==> src/rtl/pcie_phy_pkg.sv <==
// ---------------------------------------------------------------------------
// pcie_phy_pkg
//   Definitions shared by the PHY lane blocks.
//   PHY_COM    : alignment / idle symbol that the lane transmitter sends when idle.
//   sp_state_t : state encoding of the receive-side deserializer (serial_paralelo).
// ---------------------------------------------------------------------------
package pcie_phy_pkg;

    localparam logic [7:0] PHY_COM = 8'hBC;

    typedef enum logic [1:0] {
        SP_SEARCH  = 2'd0,
        SP_LOCKING = 2'd1,
        SP_ACTIVE  = 2'd2
    } sp_state_t;

endpackage

==> src/rtl/serial_paralelo.sv <==
// ---------------------------------------------------------------------------
// serial_paralelo
//   Receive-side deserializer of the PHY lane. It shifts in one serial bit per
//   clk_32f edge, MSB first. To find byte alignment it hunts for COM_SYMBOL.
//   It locks after LOCK_COMS consecutive aligned COMs. Once locked, it delivers
//   each non-COM byte with a single-cycle valid strobe.
//
//   Parameters
//     COM_SYMBOL    : alignment / idle symbol (default PHY_COM = 8'hBC)
//     LOCK_COMS     : aligned COMs needed to reach ACTIVE (1..15)
//     TIMEOUT_BYTES : loss-of-lock window in bytes (only with the macro below)
//
//   Ports
//     clk_32f   in  : bit clock, one serial bit per rising edge
//     reset     in  : asynchronous, active-low reset
//     data_in   in  : serial bit, MSB of each byte first
//     data_out  out : last delivered byte; holds between strobes
//     valid_out out : one-cycle strobe per delivered byte
//     active    out : high while locked (ACTIVE)
//
//   Build option
//     SERIAL_PARALELO_TIMEOUT_EN : when defined, ACTIVE falls back to SEARCH
//       after TIMEOUT_BYTES consecutive non-COM bytes. The byte that hits the
//       limit is still delivered. When undefined, ACTIVE is left only by reset.
// ---------------------------------------------------------------------------
module serial_paralelo
    import pcie_phy_pkg::*;
#(
    parameter logic [7:0] COM_SYMBOL    = PHY_COM,
    parameter int         LOCK_COMS     = 4,
    parameter int         TIMEOUT_BYTES = 16
) (
    input  logic       clk_32f,
    input  logic       reset,
    input  logic       data_in,
    output logic [7:0] data_out,
    output logic       valid_out,
    output logic       active
);

    localparam logic [3:0] LOCK_COMS_C = 4'(LOCK_COMS);

    if (LOCK_COMS < 1 || LOCK_COMS > 15 || TIMEOUT_BYTES < 1) begin : g_bad_cfg
        $error("serial_paralelo: LOCK_COMS must be 1..15 and TIMEOUT_BYTES >= 1");
    end

    // Only the seven most recent bits are kept. The eighth bit of the
    // candidate byte is the one arriving on the current edge.
    logic [6:0] sr_reg;
    logic [2:0] bit_cnt_reg;
    logic [3:0] com_cnt_reg;
    sp_state_t  state_reg;

    logic [7:0] candidate;
    logic       is_com;
    logic       boundary;

    assign candidate = {sr_reg, data_in};
    assign is_com    = (candidate == COM_SYMBOL);
    assign boundary  = (bit_cnt_reg == 3'd7);

`ifdef SERIAL_PARALELO_TIMEOUT_EN
    localparam int TO_W = $clog2(TIMEOUT_BYTES + 1);
    logic [TO_W-1:0] to_cnt_reg;
    logic [TO_W-1:0] to_cnt_next;
    assign to_cnt_next = to_cnt_reg + TO_W'(1);
`endif

    always_ff @(posedge clk_32f or negedge reset) begin
        if (!reset) begin
            sr_reg      <= '0;
            bit_cnt_reg <= '0;
            com_cnt_reg <= '0;
            state_reg   <= SP_SEARCH;
            data_out    <= 8'h00;
            valid_out   <= 1'b0;
            active      <= 1'b0;
`ifdef SERIAL_PARALELO_TIMEOUT_EN
            to_cnt_reg  <= '0;
`endif
        end else begin
            sr_reg      <= candidate[6:0];
            bit_cnt_reg <= bit_cnt_reg + 3'd1;
            valid_out   <= 1'b0;

            case (state_reg)
                // Every edge is a possible alignment point. A hit restarts the
                // bit counter, so the next boundary is 8 edges later.
                SP_SEARCH: begin
                    if (is_com) begin
                        bit_cnt_reg <= 3'd0;
                        com_cnt_reg <= 4'd1;
                        if (LOCK_COMS == 1) begin
                            state_reg <= SP_ACTIVE;
                            active    <= 1'b1;
`ifdef SERIAL_PARALELO_TIMEOUT_EN
                            to_cnt_reg <= '0;
`endif
                        end else begin
                            state_reg <= SP_LOCKING;
                        end
                    end
                end

                SP_LOCKING: begin
                    if (boundary) begin
                        if (is_com) begin
                            com_cnt_reg <= com_cnt_reg + 4'd1;
                            if (com_cnt_reg + 4'd1 == LOCK_COMS_C) begin
                                state_reg <= SP_ACTIVE;
                                active    <= 1'b1;
`ifdef SERIAL_PARALELO_TIMEOUT_EN
                                to_cnt_reg <= '0;
`endif
                            end
                        end else begin
                            state_reg   <= SP_SEARCH;
                            com_cnt_reg <= 4'd0;
                        end
                    end
                end

                SP_ACTIVE: begin
                    if (boundary) begin
                        if (!is_com) begin
                            data_out  <= candidate;
                            valid_out <= 1'b1;
`ifdef SERIAL_PARALELO_TIMEOUT_EN
                            to_cnt_reg <= to_cnt_next;
                            if (to_cnt_next == TO_W'(TIMEOUT_BYTES)) begin
                                state_reg   <= SP_SEARCH;
                                active      <= 1'b0;
                                com_cnt_reg <= 4'd0;
                            end
`endif
                        end
`ifdef SERIAL_PARALELO_TIMEOUT_EN
                        else begin
                            to_cnt_reg <= '0;
                        end
`endif
                    end
                end

                default: begin
                    state_reg <= SP_SEARCH;
                    active    <= 1'b0;
                end
            endcase
        end
    end

endmodule

==> config.mk <==
export PLATFORM = sky130hd
export DESIGN_NAME = serial_paralelo
export DESIGN_NICKNAME = d
export VERILOG_FILES = /design/src/rtl/pcie_phy_pkg.sv /design/src/rtl/serial_paralelo.sv
export SDC_FILE = /design/constraint.sdc
export NUM_CORES = 1
export LEC_CHECK = 0
export CORE_ASPECT_RATIO = 0.9
export CORE_MARGIN = 3
export CORE_UTILIZATION = 61
export CTS_BUF_LIST = sky130_fd_sc_hd__clkbuf_4
export CTS_CLUSTER_SIZE = 14
export DETAILED_ROUTE_END_ITERATION = 10
export PLACE_DENSITY = 0.95
export SLEW_MARGIN = 15
export SYNTH_ARGS = -nofsm -noshare
export SYNTH_HDL_FRONTEND = slang
export SYNTH_SLANG_ARGS = --single-unit
==> constraint.sdc <==
create_clock -name clk_32f -period 5.6 [get_ports clk_32f]
set_input_delay 0.84 -clock clk_32f [delete_from_list [all_inputs] [get_ports clk_32f]]
set_output_delay 0.84 -clock clk_32f [all_outputs]
set_load 0.05 [all_outputs]
After elaboration in Yosys (flattened, before gate mapping)
Cells that the tools add are included.
- output and inout port bits: 10
- register bits after elaboration: 26
- add/sub/neg operators: 2
- multiplexer cells: 18
- bitwise gates (word level): 3
- equal/unequal tests: 10
- reductions and logical operators: 7
- operator list (operator ; number):
    2-to-1 mux 4 bit ; 3
    equality test 8 bit (second input constant) ; 1
    2-to-1 mux 2 bit ; 4
    != test 2 bit (second input constant) ; 4
    one-hot mux 4 bit (2 select lines) ; 1
    AND reduction 4 bit ; 2
    2-to-1 mux 1 bit ; 6
    2-to-1 mux 3 bit ; 2
    one-hot mux 2 bit (3 select lines) ; 1
    AND reduction 3 bit ; 2
    adder 4 x 1 -> 4 bit (second input constant) ; 1
    equality test 4 x 3 -> 1 bit (second input constant) ; 1
    adder 3 x 1 -> 3 bit (second input constant) ; 1
    equality test 3 bit (second input constant) ; 1
    != test 3 bit (second input constant) ; 1
    inverter 1 bit ; 3
    equality test 2 x 1 -> 1 bit (second input constant) ; 1
    equality test 2 bit (second input constant) ; 1
    zero test 2 bit ; 1
    one-hot mux 1 bit (2 select lines) ; 1
    nonzero test 2 bit ; 1
    OR reduction 2 bit ; 1

Longest topological paths before layout
- depth in word-level cells: 6
- gate-level depth with buffers: 6
- depth with buffers taken out: 6

Worst setup path after synthesis
Ideal clock, no wire load.
- kind: input to register
- from: in data_in
- to: reg com_cnt_reg[1]
- required time: 5479 ps
- setup slack: 3664 ps
- cell stages on the path: 4
- library setup time: 121 ps
- buffers on the path: 0
- arrival time: 1815 ps
- cells stage by stage: nand4bb_1 > nor2_2 > o21ai_0 > a22o_1
- longest elaborated chain between the ends: 4
- elaborated cells between the ends (all ways): 6
- classes of those cells: eq/ne: 2; mux: 3; reduce/logical: 1
- ends and longest elaborated chain (item ; line ; text):
    start: declaration ; serial_paralelo.sv:35 ; input logic data_in,
    equality test 8 bit (*) ; serial_paralelo.sv:59 ; assign is_com = (candidate == COM_SYMBOL);
    2-to-1 mux 4 bit ; serial_paralelo.sv:107 ; if (is_com) begin
    2-to-1 mux 4 bit ; serial_paralelo.sv:106 ; if (boundary) begin
    one-hot mux 4 bit (2 select lines) ; serial_paralelo.sv:86 ; case (state_reg)
    end signal: assignment ; serial_paralelo.sv:108 ; com_cnt_reg <= com_cnt_reg + 4'd1;
    end: declaration ; serial_paralelo.sv:51 ; logic [3:0] com_cnt_reg;
Mark *: on every way between the ends. The rest lies on a longest branch, timed or not. The select of a mux whose other input is x is not followed.
A chain may end at the register's enable or synchronous reset.

Final worst setup path
- from: reg data_out[4]
- to: out data_out[4]
- RTL lines (item ; line ; text):
    start: declaration ; serial_paralelo.sv:36 ; output logic [7:0] data_out,
    start signal: assignment ; serial_paralelo.sv:126 ; data_out <= candidate;
No word-level cell between the ends.

==> flow_metrics.py <==
metrics = {
    "outcome": {
        "status": "finished clean",
    },
    "clocking": {
        "path_clk_slew_ns": 0.13,
        "clockBufferDepth": 2,
        "hold_buffers": 0,
        "cts_max_level": 1,
        "cts_tree": "built",
        "cts_inserted_buffers": 3,
        "clock_latency_ns": 0.32,
        "cts-root-buf": "clkbuf_4",
        "postCtsSetupBuffers": 0,
        "post_cts_resized": 0,
        "cts_sinks": 26,
    },
    "sta": {
        "setup_violations": 0,
        "maxSlewViolCount": 0,
        "fin_hold_ws_ns": 0.425,
        "rsz0062_at_grt": "no",
        "timing.setup.tns_ns": 0,
        "fmax_mhz": 422,
        "slew_headroom_pct": 64.0,
        "finalCritPeriodShare_pct": 42.3,
        "finalCriticalPeriod_ns": 2.37,
        "clock-skew-final_ns": 0.00139,
        "worst_slew_pin_slew_ns": 0.540,
        "finalHoldViolCount": 0,
    },
    "synth": {
        "synthDistinctLibCells": 32,
        "async_flop_share_pct": 100,
        "synth_area_um2": 1110,
        "syn_nets": 87,
        "synth-seq-cells": 26,
        "synth_top_area_share_pct": 58.5,
        "synth_top_area_cell": "dfrtp_1",
        "synth_cells": 80,
        "synth_common_cells": "dfrtp_1, mux2_4, a22o_1",
        "synth_area_leaders": "dfrtp_1, mux2_4, ha_1, a22o_1, nor2_8",
        "synth-main-ff-cell": "dfrtp_1",
        "syn_avg_cell_area_um2": 13.9,
        "yosysMostFrequentCell": "dfrtp_1",
        "yosysSeqAreaShare_pct": 58.5,
        "yosysWarnings": 0,
        "synth-edff-count": 0,
    },
    "routing": {
        "vias": 746,
        "antenna_left": 0,
        "routed_wl_um": 2200,
        "wl_per_cell_um": 18.8,
        "vias_per_cell": 6.38,
        "drtPass1Iterations": 5,
        "drc": 0,
        "detail_route.iter0.violations": 42,
    },
    "layout": {
        "num_antenna_cells": 0,
        "final_net_count": 103,
        "utilization_pct": 81.0,
        "drive_gt1_share_pct": 16.8,
        "fillers": 99,
        "largest_register_ffs": 8,
        "syn_to_final_growth_pct": 14.8,
    },
    "global_routing": {
        "grt_pass1_vias": 755,
        "antenna_found_initial": 0,
        "grt_usage_pct": 23.0,
        "grt_max_degree": 27,
        "grt_pass1_wl_um": 3830,
        "grt-ovfl-total": 0,
    },
    "placed_design": {
        "dpl.hpwl_um": 1610,
        "port_buffers": 12,
        "gp_congestion": 0.802,
    },
    "setup_path": {
        "reg2reg_from": "bit_cnt_reg[0]",
        "crit_buf_inv": 1,
        "worst_path_max_delay_cell": "clkdlybuf4s50_1",
        "crit_arrival_ns": 1.53,
        "critical-path-max-stage-delay_ns": 0.81,
        "criticalPathCategory": "reg -> out",
        "path_delay_family": "buffers and inverters",
        "setup.worst_path.start": "data_out[4]",
        "crit_chain": "clkdlybuf4s50_1",
        "critPathMaxFanout": 2,
        "end_kind": "output port",
        "critPathLaunchType": "flop",
        "required_ns": 4.76,
    },
    "min_path": {
        "worstHoldStart": "sr_reg[5]",
        "hp-class": "reg -> reg",
    },
    "power": {
        "power_density_nw_per_um2": 248,
        "ir_worst_vdd_v": 0.000207,
        "p_leak_nw": 0.567,
    },
    "floorplanning": {
        "num_io_pins": 13,
        "dieHeight_um": 46.5,
        "start_util_pct": 70.5,
        "rows": 13,
        "die-area_um2": 2370,
        "die_w_um": 51.0,
        "core-area_um2": 1580,
    },
    "run": {
        "drv_cap": 0,
    },
}
[through the flow]
step | cell area (um2) | power, mW | setup slack, ns | instances
after floorplan | 1110 | 0.228 | 3.66 | 80
after global placement | 1260 | 0.237 | 3.12 | 113
after detailed placement | 1260 | 0.240 | 2.95 | 113
after CTS | 1280 | 0.317 | 3.23 | 117
after global routing | 1280 | 0.330 | 3.18 | 117
final | 1280 | 0.316 | 3.23 | 117
[path summary, 6_finish.rpt]
| path | cells after the start | to | slack, ns |
|---|---|---|---|
| min | 0 | sr_reg[6] | 0.42 |
| max reg2reg | 6 | data_out[2] | 3.63 |
| min in group asynchronous | 1 | data_out[0] | 0.48 |
| min reg2reg | 0 | sr_reg[6] | 0.42 |
| max | 1 | data_out[4] | 3.23 |
| max in group asynchronous | 1 | data_out[7] | 4.76 |
[routing by layer]
metal  part of all wire, %  track usage [%]
met1                    43             30.3
met2                    51             38.6
met3                   4.9             4.21
met4                   1.6             8.60
met5                     0                0
[final cells by class]
type	count	area, um2	area share, %
clock inverters	1	3.75	0.294
inverters	3	11.3	0.881
multi-input cells	50	447	35.0
clock buffers	3	22.5	1.76
flip-flops and latches	26	651	50.9
repair buffers	12	115	9.01
well taps	22	27.5	2.15
[kinds of logic after synthesis]
kind of cell,after synthesis,share of synthesized area (%)
flip-flops,26,58.5
XOR/XNOR,1,0.788
AO/OA/AOI/OAI,18,13.3
adder cells (fa/ha/maj),4,4.50
multiplexers,6,8.10
buffers and inverters,4,1.35
AND/OR/NAND/NOR,21,13.5
[cell usage in the layout, fill, tap and decap left out, types with 2 or more instances in the layout]
master / Yosys / final
dfrtp_1: 26 / 26
clkdlybuf4s50_1: 0 / 11
mux2_4: 6 / 6
a22o_1: 5 / 5
ha_1: 4 / 4
nand2_1: 3 / 3
clkbuf_4: 0 / 3
nand4b_1: 2 / 2
nor2b_1: 2 / 2
nor2_1: 2 / 2
inv_1: 2 / 2
o32ai_1: 2 / 2
o22a_1: 2 / 2
a2bb2oi_1: 2 / 2
o31ai_1: 2 / 2
o21ai_0: 2 / 2
[power by group]
part | internal [mW] | total (mW) | switching (mW)
sequential | 0.200 | 0.210 | 0.00988
clock | 0.0261 | 0.0797 | 0.0536
combinational | 0.0122 | 0.0263 | 0.0140
No activity file was read; power rests on OpenSTA's default activity.
==> patch 1 (same flow settings) <==
Register the input `data_in` before use, without a reset. The logic sees it one clock later.
--- a/src/rtl/serial_paralelo.sv
+++ b/src/rtl/serial_paralelo.sv
@@ -40,6 +40,12 @@
 
     localparam logic [3:0] LOCK_COMS_C = 4'(LOCK_COMS);
 
+    logic data_q;
+
+    always_ff @(posedge clk_32f) begin
+        data_q <= data_in;
+    end
+
     if (LOCK_COMS < 1 || LOCK_COMS > 15 || TIMEOUT_BYTES < 1) begin : g_bad_cfg
         $error("serial_paralelo: LOCK_COMS must be 1..15 and TIMEOUT_BYTES >= 1");
     end
@@ -55,7 +61,7 @@
     logic       is_com;
     logic       boundary;
 
-    assign candidate = {sr_reg, data_in};
+    assign candidate = {sr_reg, data_q};
     assign is_com    = (candidate == COM_SYMBOL);
     assign boundary  = (bit_cnt_reg == 3'd7);
 
Behaviour: no difference found for any inputs over 10 cycles, from zero or initial values and one cycle with reset low; that may be too few to reach the edited logic, so the function may still have changed.
==> patch 1 against the original RTL <==
- synthesized cell count up 1.3%
- sequential power is 4% higher
- global-route usage fell by 1.1 points
- power increased by 8.7%
- fmax decreased by 0.33%
- wire length shrank 1.4%
- synthesized area increased by 1.8%
- hold slack got worse by 46 ps
- non-clock buffer count unchanged
- final area is 1.9% higher
- count of clock-buffer cells in the layout is the same
- sequential cell count up 1
- setup slack lost 7.9 ps
==> patch 1: results (changes against the original RTL) <==
- Distinct cells, synth: 33 (was 32)
- Ranking of synthesized cells by area: dfrtp_1 (57%), mux2_4 (8.0%), ha_1 (4.4%) (was dfrtp_1 (58%), mux2_4 (8.1%), ha_1 (4.5%))
- Placer Congestion: 0.773 (was 0.802)
- Asr flop ratio synth: 96.3% (was 100%)
- Fraction of area in multi-input gates: 34.3% (was 35.0%)
- Crit-path max FO: 3 (was 2)
- Fin cells: 120 (was 117)
- Clock Skew: 7.83 ps (was 1.39 ps)
- Seq cells: 27 (was 26)
- Post-synth net total: 88 (was 87)
- Finished Cell Area: 1300 um^2 (was 1280 um^2)
- Outcome: finished, final reports clean (unchanged)
- Leakage power: 0.000577 uW (was 0.000567 uW)
- Initial drt markers: 13 (was 42)
- Combinational share of power: 13.3% (was 8.3%)
- Worst-Margin Slew: 618 ps (was 540 ps)
- Clk tree area frac: 2.12% (was 2.06%)
- Signal buf overhead: 8.85% (was 9.01%)
- Register area share after synthesis: 59.2% (was 58.5%)
- Internal Power: 254 uW (was 239 uW)
- R2r endpoint: data_out[1] (was data_out[2])
- First-pass iteration count of the detailed router: 4 (was 5)
- DP Worst Slack: 3410 ps (was 2950 ps)
- WHS: 379 ps (was 425 ps)
- Vias in the first global route: 695 (was 755)
- Worst vdd ir: 295 uV (was 207 uV)
- Hold EP: sr_reg[0] (was sr_reg[6])
- Total GRT Usage: 22.0% (was 23.0%)
- Vias/cell: 6.00 (was 6.38)
- DP HPWL: 1500 um (was 1610 um)
- Hold Crit Start: data_q (was sr_reg[5])
-- patch 1: how the worst max path moves through the flow --
stage | start | cells past startpoint | slack [ps] | end
2_1_floorplan | bit_cnt_reg[0] | 6 | 3850 | data_out[0]
3_3_place_gp | reset | 1 | 3480 | com_cnt_reg[0]
3_5_place_dp | reset | 1 | 3410 | data_out[1]
4_1_cts | data_out[7] | 1 | 3200 | data_out[7]
5_1_grt | data_out[2] | 1 | 3160 | data_out[2]
6_report | active | 1 | 3220 | active
-- patch 1: cells by family after synthesis --
logic type / after synthesis / share of synthesized area (%)
flops: 27 / 59.2
simple gates: 21 / 13.3
compound gates: 18 / 13.0
mux: 6 / 7.96
buf+inv: 4 / 1.33
fa+ha+maj: 4 / 4.42
xor+xnor: 1 / 0.774
-- patch 1: routing by layer --
metal / part of all wire (%) / GRT usage, %
met3: 4.0 / 6.67
met5: 0 / 0
met2: 52 / 40.6
met1: 41 / 23.9
met4: 2.2 / 9.42
==> patch 2 (same flow settings) <==
Without the edit above. Build with the macro `SERIAL_PARALELO_TIMEOUT_EN` defined.
--- a/src/rtl/serial_paralelo.sv
+++ b/src/rtl/serial_paralelo.sv
@@ -23,6 +23,8 @@
 //       after TIMEOUT_BYTES consecutive non-COM bytes. The byte that hits the
 //       limit is still delivered. When undefined, ACTIVE is left only by reset.
 // ---------------------------------------------------------------------------
+`define SERIAL_PARALELO_TIMEOUT_EN
+
 module serial_paralelo
     import pcie_phy_pkg::*;
 #(
Behaviour: no difference found for any inputs over 10 cycles, from zero or initial values and one cycle with reset low; that may be too few to reach the edited logic, so the function may still have changed.
==> patch 2 against the original RTL <==
- final cell count rose by 52%
- power is 63% higher
- wire length increased by 38%
- setup slack got worse by 6.1 ps
- critical endpoint is now com_cnt_reg[3]
- global-route usage is 0.25 points lower
- synthesized area increased by 37%
- critical path depth increased by 5
- final area up 35%
- sequential share of layout area is 6.0 points lower
- largest power group unchanged
- sequential cell count up 5
==> patch 2: results (changes against the original RTL) <==
- M3 GR Usage: 6.59% (was 4.21%)
- Final critical-path required period: 2370 ps (about the same)
- DP Worst Slack: 2910 ps (was 2950 ps)
- Mapped Avg Cell Area: 11.5 um^2 (was 13.9 um^2)
- Distinct cells, synth: 46 (was 32)
- Fin cells: 178 (was 117)
- Signal buf overhead: 7.39% (was 9.01%)
- GRT met2 Usage: 35.1% (was 38.6%)
- Synth top cells by count: dfrtp_1 (31), ha_1 (9), mux2_2 (9) (was dfrtp_1 (26), mux2_4 (6), a22o_1 (5))
- Leakage power: 0.000848 uW (was 0.000567 uW)
- DP HPWL: 2270 um (was 1610 um)
- Post-DP Area: 1670 um^2 (was 1260 um^2)
- Ranking of synthesized cells by area: dfrtp_1 (51%), ha_1 (7.4%), mux2_2 (6.6%) (was dfrtp_1 (58%), mux2_4 (8.1%), ha_1 (4.5%))
- Wl on met1: 1280 um (was 935 um)
- DR WL met3: 187 um (was 108 um)
- Max reg flops: 8 (unchanged)
- Adder-cell share of the synthesized area: 7.37% (was 4.50%)
- Placer Congestion: 0.955 (was 0.802)
- CP max stage delay: 440 ps (was 810 ps)
- Clk tree area frac: 3.33% (was 2.06%)
- CP top delay family: simple AND/OR/NAND/NOR gates (was buffers and inverters)
- Clkbuf count: 6 (was 3)
- #MultiIn Comb: 92 (was 50)
- Crit path launch: data_in (was data_out[4])
- Routed wire per std cell: 17.0 um (was 18.8 um)
- Layout cell share with drive strength beyond 1: 16.6% (was 16.8%)
- Worst slew margin: 64.7% (was 64.0%)
- Vias/cell: 6.33 (was 6.38)
- R2r endpoint: com_cnt_reg[3] (was data_out[2])
- Final Core Density: 75.7% (was 81.0%)
- Outcome: finished, final reports clean (unchanged)
- First-pass iteration count of the detailed router: 4 (was 5)
- Fillers: 140 (was 99)
- CTS Buf Count: 5 (was 3)
- Clock power share: 25.1% (was 25.2%)
- Inverters: 7 (was 3)
- Slowest cell on crit path: clkdlybuf4s50_1 (unchanged)
- Proportion of synthesized area in mux cells: 9.25% (was 8.10%)
- Largest net degree at the start of global routing: 32 (was 27)
- Depth of the worst hold-timing path: 0 (unchanged)
- Post-synth net total: 145 (was 87)
- Total GRT Usage: 22.8% (was 23.0%)
- Vias in the first global route: 1102 (was 755)
- Post-Synth XOR/XNOR Area: 0% (was 0.787%)
- Global-route wire length before repair: 5200 um (was 3830 um)
- Htree depth: 2 (was 1)
- Placed Instances: 170 (was 113)
- Combinational share of power: 25.1% (was 8.3%)
- Multi-input gate area: 707 um^2 (was 447 um^2)
- Worst vdd ir: 226 uV (was 207 uV)
- Internal Power: 352 uW (was 239 uW)
- Total Nets Final: 162 (was 103)
- Register area share after synthesis: 50.8% (was 58.5%)
- Plain + repair buffers: 13 (was 12)
- Seq group: 257 uW (was 210 uW)
- Synth Area in Compound Gates: 12.9% (was 13.3%)
- M1 GR Usage: 30.3% (about the same)
- R2R setup slack: 3410 ps (was 3630 ps)
- Clock Skew: 7.43 ps (was 1.39 ps)
## patch 2: cell count changes in the layout (fill, tap and decap cells not counted), moves of 4 or more
cell / change
a21oi_1: +4
a22o_1: -5
and2_1: +4
dfrtp_1: +5
ha_1: +5
inv_1: +4
mux2_2: +9
mux2_4: -4
nand3_1: +4
nor2_1: +6
## patch 2: how the worst min path moves through the flow
stage                   start        end  slack (ps)
floorplan           sr_reg[1]  sr_reg[2]         360
global placement    sr_reg[5]  sr_reg[6]         370
detailed placement  sr_reg[5]  sr_reg[6]         380
CTS                 sr_reg[5]  sr_reg[6]         400
global route        sr_reg[4]  sr_reg[5]         420
finish              sr_reg[5]  sr_reg[6]         400
## patch 2: cell families after synthesis
group	after synthesis
compound gates	26
fa+ha+maj	9
mux	12
buf+inv	10
simple gates	45
flops	31
## patch 2: worst register-to-register path, cell delays in order (launching register included)
cell	delay, ps
dfrtp_1	390
ha_1	170
ha_1	260
inv_2	90
a211oi_2	280
a21oi_1	130
or3_4	450
a211o_1	320
